==> src/rtl/imm_gen_pkg.sv <==
// Shared definitions for the pipelined immediate generator.
// Holds RV32I/RV64I opcode constants, the immediate-format enum and the
// decoded-entry struct stored in the output elastic buffer.
package imm_gen_pkg;

    localparam logic [6:0] OPC_LOAD     = 7'b0000011;
    localparam logic [6:0] OPC_OP_IMM   = 7'b0010011;
    localparam logic [6:0] OPC_OP_IMM32 = 7'b0011011;
    localparam logic [6:0] OPC_STORE    = 7'b0100011;
    localparam logic [6:0] OPC_BRANCH   = 7'b1100011;
    localparam logic [6:0] OPC_LUI      = 7'b0110111;
    localparam logic [6:0] OPC_AUIPC    = 7'b0010111;
    localparam logic [6:0] OPC_JAL      = 7'b1101111;
    localparam logic [6:0] OPC_JALR     = 7'b1100111;
    localparam logic [6:0] OPC_OP       = 7'b0110011;
    localparam logic [6:0] OPC_OP32     = 7'b0111011;
    localparam logic [6:0] OPC_FENCE    = 7'b0001111;
    localparam logic [6:0] OPC_SYSTEM   = 7'b1110011;

    // Widest supported datapath; entries always store this many immediate bits.
    localparam int unsigned IMM_MAX_W = 64;

    typedef enum logic [2:0] {
        FMT_NONE = 3'd0,
        FMT_R    = 3'd1,
        FMT_I    = 3'd2,
        FMT_S    = 3'd3,
        FMT_B    = 3'd4,
        FMT_U    = 3'd5,
        FMT_J    = 3'd6
    } imm_fmt_e;

    // The sideband tag is parameterised per instance, so it is stored in a
    // parallel array next to these entries rather than inside the struct.
    typedef struct packed {
        logic [IMM_MAX_W-1:0] imm;
        imm_fmt_e             fmt;
        logic                 illegal;
    } imm_entry_t;

endpackage

==> src/rtl/imm_decode_comb.sv <==
// Pure combinational RV32I/RV64I immediate decoder.
// Ports:
//   i_inst    - 32-bit instruction word
//   o_imm     - sign-extended immediate, XLEN bits (0 for R-type / illegal)
//   o_fmt     - immediate format classification
//   o_illegal - opcode unsupported for this XLEN
module imm_decode_comb
    import imm_gen_pkg::*;
#(
    parameter int unsigned XLEN = 32
) (
    input  logic [31:0]     i_inst,
    output logic [XLEN-1:0] o_imm,
    output imm_fmt_e        o_fmt,
    output logic            o_illegal
);

    logic [6:0]         w_opc;
    logic signed [11:0] w_imm_i;
    logic signed [11:0] w_imm_s;
    logic signed [12:0] w_imm_b;
    logic signed [31:0] w_imm_u;
    logic signed [20:0] w_imm_j;

    assign w_opc   = i_inst[6:0];
    assign w_imm_i = $signed(i_inst[31:20]);
    assign w_imm_s = $signed({i_inst[31:25], i_inst[11:7]});
    assign w_imm_b = $signed({i_inst[31], i_inst[7], i_inst[30:25], i_inst[11:8], 1'b0});
    assign w_imm_u = $signed({i_inst[31:12], 12'b0});
    assign w_imm_j = $signed({i_inst[31], i_inst[19:12], i_inst[20], i_inst[30:21], 1'b0});

    // Size casts of signed operands sign-extend to XLEN.
    always_comb begin
        o_imm     = '0;
        o_fmt     = FMT_NONE;
        o_illegal = 1'b0;
        case (w_opc)
            OPC_LOAD, OPC_OP_IMM, OPC_JALR, OPC_FENCE, OPC_SYSTEM: begin
                o_fmt = FMT_I;
                o_imm = XLEN'(w_imm_i);
            end
            OPC_OP_IMM32: begin
                if (XLEN == 64) begin
                    o_fmt = FMT_I;
                    o_imm = XLEN'(w_imm_i);
                end else begin
                    o_illegal = 1'b1;
                end
            end
            OPC_STORE: begin
                o_fmt = FMT_S;
                o_imm = XLEN'(w_imm_s);
            end
            OPC_BRANCH: begin
                o_fmt = FMT_B;
                o_imm = XLEN'(w_imm_b);
            end
            OPC_LUI, OPC_AUIPC: begin
                o_fmt = FMT_U;
                o_imm = XLEN'(w_imm_u);
            end
            OPC_JAL: begin
                o_fmt = FMT_J;
                o_imm = XLEN'(w_imm_j);
            end
            OPC_OP: begin
                o_fmt = FMT_R;
            end
            OPC_OP32: begin
                if (XLEN == 64) begin
                    o_fmt = FMT_R;
                end else begin
                    o_illegal = 1'b1;
                end
            end
            default: begin
                o_illegal = 1'b1;
            end
        endcase
    end

endmodule

==> src/rtl/imm_gen_pipe.sv <==
// Pipelined immediate generator: decodes each accepted instruction and
// holds the result in a 2-entry elastic buffer with valid/ready on both
// sides. No combinational path from inputs to outputs.
// Ports:
//   clk, reset       - clock; asynchronous active-high reset
//   flush            - synchronous buffer flush (drops any offered instruction)
//   in_valid/in_ready, in_inst, in_tag  - upstream handshake and payload
//   out_valid/out_ready                 - downstream handshake
//   out_imm, out_fmt, out_illegal, out_tag - head entry (zero when empty)
//   illegal_cnt      - saturating count of accepted illegal instructions
module imm_gen_pipe
    import imm_gen_pkg::*;
#(
    parameter int unsigned XLEN  = 32,
    parameter int unsigned TAG_W = 8,
    parameter int unsigned CNT_W = 16
) (
    input  logic             clk,
    input  logic             reset,
    input  logic             flush,
    input  logic             in_valid,
    output logic             in_ready,
    input  logic [31:0]      in_inst,
    input  logic [TAG_W-1:0] in_tag,
    output logic             out_valid,
    input  logic             out_ready,
    output logic [XLEN-1:0]  out_imm,
    output imm_fmt_e         out_fmt,
    output logic             out_illegal,
    output logic [TAG_W-1:0] out_tag,
    output logic [CNT_W-1:0] illegal_cnt
);

    logic [XLEN-1:0]  w_dec_imm;
    imm_fmt_e         w_dec_fmt;
    logic             w_dec_illegal;
    imm_entry_t       w_entry;

    imm_entry_t       r_mem [2];
    logic [TAG_W-1:0] r_tag [2];
    logic             r_wptr, w_wptr_d;
    logic             r_rptr, w_rptr_d;
    logic [1:0]       r_count, w_count_d;
    logic [CNT_W-1:0] r_ill_cnt, w_ill_cnt_d;
    logic             w_push, w_pop;
    imm_entry_t       w_head;

    imm_decode_comb #(
        .XLEN (XLEN)
    ) u_decode (
        .i_inst    (in_inst),
        .o_imm     (w_dec_imm),
        .o_fmt     (w_dec_fmt),
        .o_illegal (w_dec_illegal)
    );

    always_comb begin
        w_entry                = '0;
        w_entry.imm[XLEN-1:0]  = w_dec_imm;
        w_entry.fmt            = w_dec_fmt;
        w_entry.illegal        = w_dec_illegal;
    end

    assign in_ready  = (r_count != 2'd2);
    assign out_valid = (r_count != 2'd0);

    // Flush overrides any handshake in the same cycle.
    assign w_push = in_valid && in_ready && !flush;
    assign w_pop  = out_valid && out_ready && !flush;

    always_comb begin
        w_count_d   = r_count;
        w_wptr_d    = r_wptr;
        w_rptr_d    = r_rptr;
        w_ill_cnt_d = r_ill_cnt;
        if (flush) begin
            w_count_d = 2'd0;
            w_wptr_d  = 1'b0;
            w_rptr_d  = 1'b0;
        end else begin
            if (w_push) begin
                w_wptr_d = ~r_wptr;
            end
            if (w_pop) begin
                w_rptr_d = ~r_rptr;
            end
            w_count_d = r_count + 2'(w_push) - 2'(w_pop);
            if (w_push && w_dec_illegal && (r_ill_cnt != '1)) begin
                w_ill_cnt_d = r_ill_cnt + CNT_W'(1);
            end
        end
    end

    always_ff @(posedge clk or posedge reset) begin
        if (reset) begin
            r_count   <= 2'd0;
            r_wptr    <= 1'b0;
            r_rptr    <= 1'b0;
            r_ill_cnt <= '0;
        end else begin
            r_count   <= w_count_d;
            r_wptr    <= w_wptr_d;
            r_rptr    <= w_rptr_d;
            r_ill_cnt <= w_ill_cnt_d;
        end
    end

    always_ff @(posedge clk or posedge reset) begin
        if (reset) begin
            for (int i = 0; i < 2; i++) begin
                r_mem[i] <= '0;
                r_tag[i] <= '0;
            end
        end else if (w_push) begin
            r_mem[r_wptr] <= w_entry;
            r_tag[r_wptr] <= in_tag;
        end
    end

    // Outputs read as zero while empty so stale entries never leak out.
    assign w_head      = r_mem[r_rptr];
    assign out_imm     = out_valid ? w_head.imm[XLEN-1:0] : '0;
    assign out_fmt     = out_valid ? w_head.fmt : FMT_NONE;
    assign out_illegal = out_valid ? w_head.illegal : 1'b0;
    assign out_tag     = out_valid ? r_tag[r_rptr] : '0;
    assign illegal_cnt = r_ill_cnt;

endmodule
==> config.mk <==
export PLATFORM = sky130hd
export DESIGN_NAME = imm_gen_pipe
export DESIGN_NICKNAME = d
export VERILOG_FILES = /design/src/rtl/imm_gen_pkg.sv /design/src/rtl/imm_decode_comb.sv /design/src/rtl/imm_gen_pipe.sv
export SDC_FILE = /design/constraint.sdc
export NUM_CORES = 1
export LEC_CHECK = 0
export BUFFER_PORTS_ARGS = -buffer_cell sky130_fd_sc_hd__buf_2
export CORE_AREA = 2 2 115 173
export DETAILED_ROUTE_END_ITERATION = 8
export DIE_AREA = 0 0 117 175
export GPL_ROUTABILITY_DRIVEN = 0
export GPL_TIMING_DRIVEN = 0
export PLACE_DENSITY = 0.52
export SLEW_MARGIN = 20
export SYNTH_ARGS = -nofsm -noshare
export SYNTH_HDL_FRONTEND = slang
export SYNTH_HIERARCHICAL = 1
export SYNTH_SLANG_ARGS = --single-unit
==> constraint.sdc <==
create_clock -name clk -period 4.3 [get_ports clk]
set_input_delay 0.215 -clock clk [delete_from_list [all_inputs] [get_ports clk]]
set_output_delay 0.215 -clock clk [all_outputs]
set_load 0.01 [all_outputs]
* Word level (Yosys, flattened, before mapping)
Index checks and enable logic that the tools add are counted.
Widths: inputs -> output; s select.
** Word-level totals
- Bits in latches :: 0
- Logic and storage cells :: 75
- Register bits :: 172
- Input port bits :: 45
- Memories :: 0
- Memory bits (writable) :: 0
- Bits in read-only memories :: 0
** Operators by class
- Divide/modulo/power cells :: 0
- Add/subtract/negate cells :: 3
- Magnitude comparators :: 3
- Bitwise logic cells :: 5
- Equal/unequal tests :: 13
- Muxes and demuxes :: 24
- $mul :: 0
- Shifts and indexed selects :: 0
- Reductions and logical operators :: 15
** Operator list (number)
- $pmux 32 s5 :: 1
- $bwmux 136 :: 1
- $mux 36 :: 3
- $demux 68 s1 :: 1
- $mux 68 :: 1
- $mux 8 :: 5
- $mux 32 :: 1
- $eq 7x7->1 const B :: 4
- $eq 7x6->1 const B :: 3
- $pmux 3 s6 :: 1
- $add 16x1->16 const B :: 1
- $bwmux 16 :: 1
- $ne 16x16->1 const B :: 1
- $eq 7x5->1 const B :: 2
- $reduce_or 11->1 :: 1
- $demux 8 s1 :: 1
- $eq 7x2->1 const B :: 1
- $eq 7x4->1 const B :: 1
- $logic_and 1x1->1 :: 7
- $mux 1 :: 6
- $reduce_bool 2->1 :: 3
- $reduce_or 5->1 :: 1
- $ge 2x2->1 const B :: 2
- $not 1->2 :: 2
- 10 further kinds :: 12

* Longest topological paths before layout
Gate-level depths: netlist of the first run.
- Depth after elaboration :: 6
- Gate-level depth with buffers :: 9
- Gate-level depth less buffers :: 9

* Cells and area by module
Netlist of the first run, hierarchy kept.
** Modules (own cells, without submodules)
- imm_gen_pipe :: area each 4883.4 um2, cells an instance 375, times used 1
- imm_decode_comb :: area each 749.5 um2, cells an instance 106, times used 1

* Worst setup path before layout of the first run
Ideal clock, no wire load.
- Path type :: input to register
- From :: in in_inst[5]
- To :: reg r_ill_cnt[13] (netlist: illegal_cnt[13])
- Buffers on the path :: 1
- Arrival time :: 1.854 ns
- Data required time :: 4.221 ns
- Slack :: 2.367 ns
- Stages :: 9
- Cells stage by stage :: buf_4 > and2_1 > o21ai_0 > o21ai_0 > nand2_1 > nand4_1 > or4b_4 > nor2_2 > xor2_1
** Between the ends
- Cells in the longest elaborated chain, start to end :: 6
** Ends and longest elaborated chain
- from (decl) :: line imm_gen_pipe.sv:23 : input logic [31:0] in_inst,
- $eq 7x2->1 (tied with other cells) :: line imm_decode_comb.sv:37 : case (w_opc)
- $reduce_or 11->1 (no source line) *
- $mux 1 *
- net w_dec_illegal :: line imm_gen_pipe.sv:36 : logic w_dec_illegal;
- $logic_and 1x1->1 * (2 in a row) :: line imm_gen_pipe.sv:88 : if (w_push && w_dec_illegal && (r_ill_cnt != '1)) begin
- $reduce_and 2->1 (no source line) *
- to (signal assigned) :: line imm_gen_pipe.sv:104 : r_ill_cnt <= w_ill_cnt_d;
- to (decl) :: line imm_gen_pipe.sv:44 : logic [CNT_W-1:0] r_ill_cnt, w_ill_cnt_d;
The timed path passes the listed nets; every way through them passes the cells marked *.
A chain may end at the register's enable or synchronous reset.

* Final worst setup path of the first run
- From :: reg r_count[1]
- To :: out out_imm[11]
** Between the ends
- Cells in the longest elaborated chain, start to end :: 2
** Ends and longest elaborated chain
- from (decl) :: line imm_gen_pipe.sv:43 : logic [1:0] r_count, w_count_d;
- from (signal assigned) :: line imm_gen_pipe.sv:101 : r_count <= w_count_d;
- $reduce_bool 2->1 :: line imm_gen_pipe.sv:65 : assign out_valid = (r_count != 2'd0);
- $mux 32 :: line imm_gen_pipe.sv:122 : assign out_imm = out_valid ? w_head.imm[XLEN-1:0] : '0;
- to (decl) :: line imm_gen_pipe.sv:27 : output logic [XLEN-1:0] out_imm,
No other way between the ends.

==> impl_metrics.tcl, run 1 <==
set metrics [dict create \
    seq_area_frac_synth_pct 48.0 \
    finalClockSkew_ns 0.00977 \
    dp_cells 844 \
    clkTransAtPathRegs_ns 0.08 \
    synth_xor_area_share_pct 2.80 \
    seq_area_um2 2700 \
    synth_cell_type_count 53 \
    min-delay-path-class "input pin to flop" \
    required_ns 4.09 \
    diodes 0 \
    crit_path_start "r_count[1]" \
    die_y_um 175 \
    wl_mm 14.5 \
    grt_pass1_vias 4337 \
    syn-num-nets 529 \
    cts_htree_levels 3 \
    p_per_area_nw_per_um2 406 \
    final_layout_size_suffix_gt1_share_pct 42.3 \
    setup-tns-final_ns 0 \
    grtUsageTotal_pct 14.5 \
    nNetsFinal 648 \
    cts_buffers 9 \
    critPathSlowestCell "nor2_1" \
    cts_hold_buffers 1 \
    final_common_cell "buf_2" \
    ys_seq_elements 108 \
    hp-start "flush" \
    areaGrowthSynthToFinish_pct 21.1 \
    overflow 0 \
    grt_pass1_wl_mm 22.7 \
    grt_antenna_before_repair 0 \
    portBuffers 106 \
    cp_num_buf_inv 2 \
    layout_common_cells "119 x buf_2, 108 x dfrtp_1, 89 x mux2_2" \
    maxSlewViolCount 0 \
    worstMarginPinSlew_ns 0.904 \
    max_cap_viol_count 0 \
    final-setup-viol-count 0 \
    postRouteAntennaNets 0 \
    power_leakage_nw 3.37 \
    drt_pass1_iterations 6 \
    r2r_setup_slack_ns 2.00 \
    drc 0 \
    synth_fa_ha_area_share_pct 0.666 \
    cts_setup_buffers 0 \
    dpl.hpwl_mm 11.0 \
    viasPerCell 4.75 \
    cts_tree "built" \
    vdd_ir_drop_max_v 0.000212 \
    ys.warnings.count 6 \
    drt_iter0_drc 192 \
    crit_top_cell "nor2_1" \
    grt_setup_unrepaired "false" \
    slowest_delay_ns 0.71 \
    critical_path_class "flop to output pin" \
    path_max_fanout 10 \
    clk_path_buf_depth 2 \
    synth-simple-area-share_pct 11.6 \
    fmax_mhz 399 \
    cts_sinks 108 \
    worst_setup_path_start_kind "flop" \
    via_count 4089 \
    synth_top_family_by_area "multiplexers" \
    synth-compound-area-share_pct 8.35 \
    syn_avg_cell_area_um2 11.7 \
    syn_inst 481 \
    period_share_pct 58.2 \
    clk-insertion-delay-late_ns 0.35 \
    status "complete, no violations" \
    grt_max_degree 56 \
    worstPathArrival_ns 2.29 \
    dieWidth_um 117 \
    netlist_area_um2 5630 \
    path_cells "nor2_1 -> clkbuf_1 -> nor2_1 -> buf_2" \
    core.rowCount 62 \
    cp-end-kind "output pin" \
    dieArea_um2 20500 \
    multi_input_area_um2 2760 \
    hold_viol 0 \
    pin_count 107 \
    root_buffer "clkbuf_16" \
    post_cts_resized 0 \
    instances_no_fill 861 \
    synth_mux_area_share_pct 25.6 \
    relSlewSlack_pct 39.5 \
    wl_per_cell_um 16.8 \
    r2r-start "r_count[1]" \
    fillers 1918 \
    hold_slack_ns 0.101 \
    start_util_pct 29.6 \
    cp_top_family "simple AND/OR/NAND/NOR gates" \
    fin_crit_ns 2.50 \
    core_um2 19000 \
]
cell usage after synthesis (all sizes together):
library cell / instances / share of area, %
o21ai: 4 / 0.42
o21bai: 1 / 0.13
a41oi: 1 / 0.16
a31oi: 1 / 0.11
nor3b: 1 / 0.22
and2b: 1 / 0.13
and4: 1 / 0.20
o21a: 1 / 0.13
clkbuf: 6 / 0.40
a32o: 4 / 0.71
a21boi: 3 / 0.40
inv: 5 / 0.33
a21oi: 8 / 0.71
ha: 3 / 0.67
and3: 2 / 0.22
o221ai: 1 / 0.16
a221oi: 1 / 0.47
xor2: 10 / 1.6
nand4: 6 / 0.67
or4b: 1 / 0.24
nor2: 63 / 4.5
a22o: 1 / 0.16
nor4: 3 / 0.33
or2: 4 / 0.44
mux2: 89 / 18
buf: 20 / 2.2
o22a: 1 / 0.16
nor4b: 1 / 0.27
dfrtp: 108 / 48
mux2i: 44 / 7.8
a211o: 1 / 0.16
nand3: 6 / 0.53
nand2b: 6 / 0.67
a21o: 19 / 2.5
nor2b: 4 / 0.49
a211oi: 5 / 1.1
a22oi: 2 / 0.27
and2: 11 / 1.2
nor3: 2 / 0.18
o22ai: 2 / 0.44
nand2: 19 / 1.4
o32a: 1 / 0.18
xnor2: 8 / 1.2
where the power goes:
part	internal, mW	total (mW)	switching, mW
sequential	1.17	1.27	0.0954
clock	0.423	0.828	0.405
combinational	0.310	0.679	0.369
registers in the layout, summed over array words and instances (netlist names):
name,cells
r_count,2
r_wptr,1
illegal_cnt,16
r_mem,72
r_rptr,1
r_tag,16
per-layer routing:
metal / vias to the layer above / wire length [um] / global-route usage [%]
li1: 1926 / - / -
met3: 15 / 534 / 2.57
met1: 2071 / 5890 / 17.0
met4: 0 / 284 / 5.10
met5: - / 0 / 0
met2: 77 / 7750 / 25.9
worst paths after layout:
kind                             endpoint  depth (start not counted)
max                           out_imm[11]                          4
min                            r_count[0]                          2
max reg2reg                    r_count[1]                          9
min reg2reg                illegal_cnt[6]                          1
max in group asynchronous       r_mem[10]                          4
min in group asynchronous       r_tag[10]                          3
area by class of cell:
cell class	count	share of cell area, %
Tap cell	256	4.70
Inverter	5	0.349
Buffer	26	2.16
Sequential cell	108	39.6
Clock inverter	6	0.807
Clock buffer	10	3.50
Timing Repair Buffer	108	8.33
Multi-Input combinational cell	342	40.5
logic make-up after synthesis:
logic type	after synthesis
compound gates	57
xor+xnor	18
fa+ha+maj	3
buf+inv	31
flops	108
mux	133
simple gates	131
stage by stage:
stage	util, %	setup slack (ns)	cell area, um2	power [mW]
finish	35.9	1.80	6820	2.77
global route	35.9	1.62	6820	2.94
CTS	35.9	1.74	6820	2.81
detailed placement	34.3	1.93	6520	1.98
global placement	34.1	-0.0435	6480	1.95
floorplan	-	1.24	5630	1.74
Note: power is estimated with default switching activity, not from simulation.
==> inputs of run 2 (changes only) <==
PLACE_DENSITY = 0.54   (was 0.52)
clock period = 2.1 ns   (was 4.3 ns; I/O delays follow)
==> run 2 against run 1 <==
Compared with the run above:
- hold slack got worse by 0.016 ns
- final area increased by 2.9%
- sequential share of layout area decreased by 1.1 points
- sequential cell count unchanged
- final cell count increased by 1.6%
- via count increased by 2.7%
- non-clock buffer count increased by 13
- setup slack got worse by 1.7 ns
- routed wire length increased by 0.73%
- die area unchanged
- largest power group unchanged
- clock power increased by 120%
- highest routed layer unchanged
- critical path type unchanged
- core utilization increased by 1.0 points
==> impl_metrics.tcl, run 2 (synthesized netlist as in run 1, its figures left out) <==
set metrics [dict create \
    drc 0 \
    cts_tree "built" \
    cp-end-kind "output pin" \
    critical_path_class "flop to output pin" \
    viasPerCell 4.80 \
    root_buffer "clkbuf_16" \
    dieWidth_um 117 \
    overflow 0 \
    cts_sinks 108 \
    path_max_fanout 10 \
    cts_htree_levels 3 \
    worst_setup_path_start_kind "flop" \
    dp_cells 846 \
    final-setup-viol-count 0 \
    dpl.hpwl_mm 11.2 \
    vdd_ir_drop_max_v 0.000352 \
    worstMarginPinSlew_ns 0.504 \
    wl_mm 14.6 \
    min-delay-path-class "input pin to flop" \
    relSlewSlack_pct 66.4 \
    power_leakage_nw 3.46 \
    instances_no_fill 875 \
    critPathSlowestCell "dfrtp_1" \
    portBuffers 106 \
    pin_count 107 \
    path_cells "buf_2 -> mux2i_1 -> nor2_1 -> buf_2" \
    core.rowCount 62 \
    hold_viol 0 \
    worstPathArrival_ns 1.86 \
    drt_iter0_drc 172 \
    hold_slack_ns 0.0854 \
    period_share_pct 93.7 \
    clkTransAtPathRegs_ns 0.08 \
    fin_crit_ns 1.97 \
    regMostFlops "r_mem" \
    cts_buffers 9 \
    finalClockSkew_ns 0.00975 \
    grt_antenna_before_repair 0 \
    fmax_mhz 508 \
    wl_per_cell_um 16.6 \
    dieArea_um2 20500 \
    nNetsFinal 661 \
    hold_path_depth 4 \
    r2r_cells 6 \
    postRouteAntennaNets 0 \
    slowest_delay_ns 0.61 \
    max_cap_viol_count 0 \
    final_common_cell "buf_2" \
    largest_reg_flops 72 \
    grtUsageTotal_pct 14.7 \
    core_um2 19000 \
    areaGrowthSynthToFinish_pct 24.5 \
    clk-insertion-delay-late_ns 0.35 \
    via_count 4199 \
    status "complete, no violations" \
    drt_pass1_iterations 4 \
    maxSlewViolCount 0 \
    die_y_um 175 \
    start_util_pct 29.6 \
    grt_max_degree 35 \
    final_layout_size_suffix_gt1_share_pct 43.4 \
    crit_top_cell "buf_2" \
    clk_path_buf_depth 2 \
    p_per_area_nw_per_um2 830 \
    layout_common_cells "115 x buf_2, 108 x dfrtp_1, 89 x mux2_2" \
    required_ns 2.00 \
    grt_pass1_vias 4511 \
    grt_pass1_wl_mm 23.2 \
]
==> run 2: path summary, 6_finish.rpt <==
| check | slack [ns] | startpoint | end |
|---|---|---|---|
| setup / recovery | 0.13 | r_rptr | out_fmt[1] |
| hold / removal | 0.09 | in_valid | r_wptr |
| setup reg to reg | 0.16 | r_count[0] | r_mem[80] |
| hold reg to reg | 0.49 | illegal_cnt[6] | illegal_cnt[6] |
| max in group asynchronous | 1.11 | reset | r_mem[35] |
| min in group asynchronous | 0.27 | reset | illegal_cnt[5] |
==> run 2: layer usage <==
layer | wire (um) | vias to the layer above | global-route usage, %
li1 | - | 1964 | -
met5 | 0 | - | 0
met3 | 660 | 27 | 2.84
met1 | 5830 | 2107 | 16.8
met2 | 7600 | 101 | 25.9
met4 | 474 | 0 | 6.86
==> run 2: through the flow <==
stage | instance area (um2) | power (mW) | util, % | TNS (ns) | worst slack (ns)
after global placement | 6490 | 3.98 | 34.1 | -5.08 | -0.0627
final | 7020 | 5.82 | 36.9 | 0 | 0.132
after global routing | 7010 | 6.17 | 36.9 | -0.00263 | -0.00263
after detailed placement | 6550 | 4.06 | 34.5 | -1.22 | -0.109
after floorplan | 5640 | 3.56 | - | 0 | 0.277
after CTS | 6970 | 5.89 | 36.7 | 0 | 0.0286
==> run 2: final cells by class <==
type	count	area, um2
Clock buffer	10	239
Antenna cell	1	2.50
Multi-Input combinational cell	342	2780
Buffer	25	159
Timing Repair Buffer	122	713
Sequential cell	108	2700
Clock inverter	6	75.1
Inverter	5	22.5
Fill cell	1905	12000
Tap cell	256	320
==> run 2: critical path, delay by kind of cell, from the launching register on <==
family | cells | cell delay, ns
flip-flops | 1 | 0.61
buffers and inverters | 2 | 0.56
multiplexers | 1 | 0.25
AND/OR/NAND/NOR | 1 | 0.08
==> run 2: repair_timing <==
item	CTS	global route
endpoints found under the hold margin	30	0
pin swaps	0	1
gates resized for setup	6	7
endpoints found under the setup margin	82	80
buffers inserted	0	3
hold buffers	10	0
==> run 2: power by group <==
| part | internal, mW | switching [mW] | total, mW |
|---|---|---|---|
| clock network | 0.979 | 0.810 | 1.79 |
| registers | 2.40 | 0.220 | 2.62 |
| logic | 0.670 | 0.748 | 1.42 |
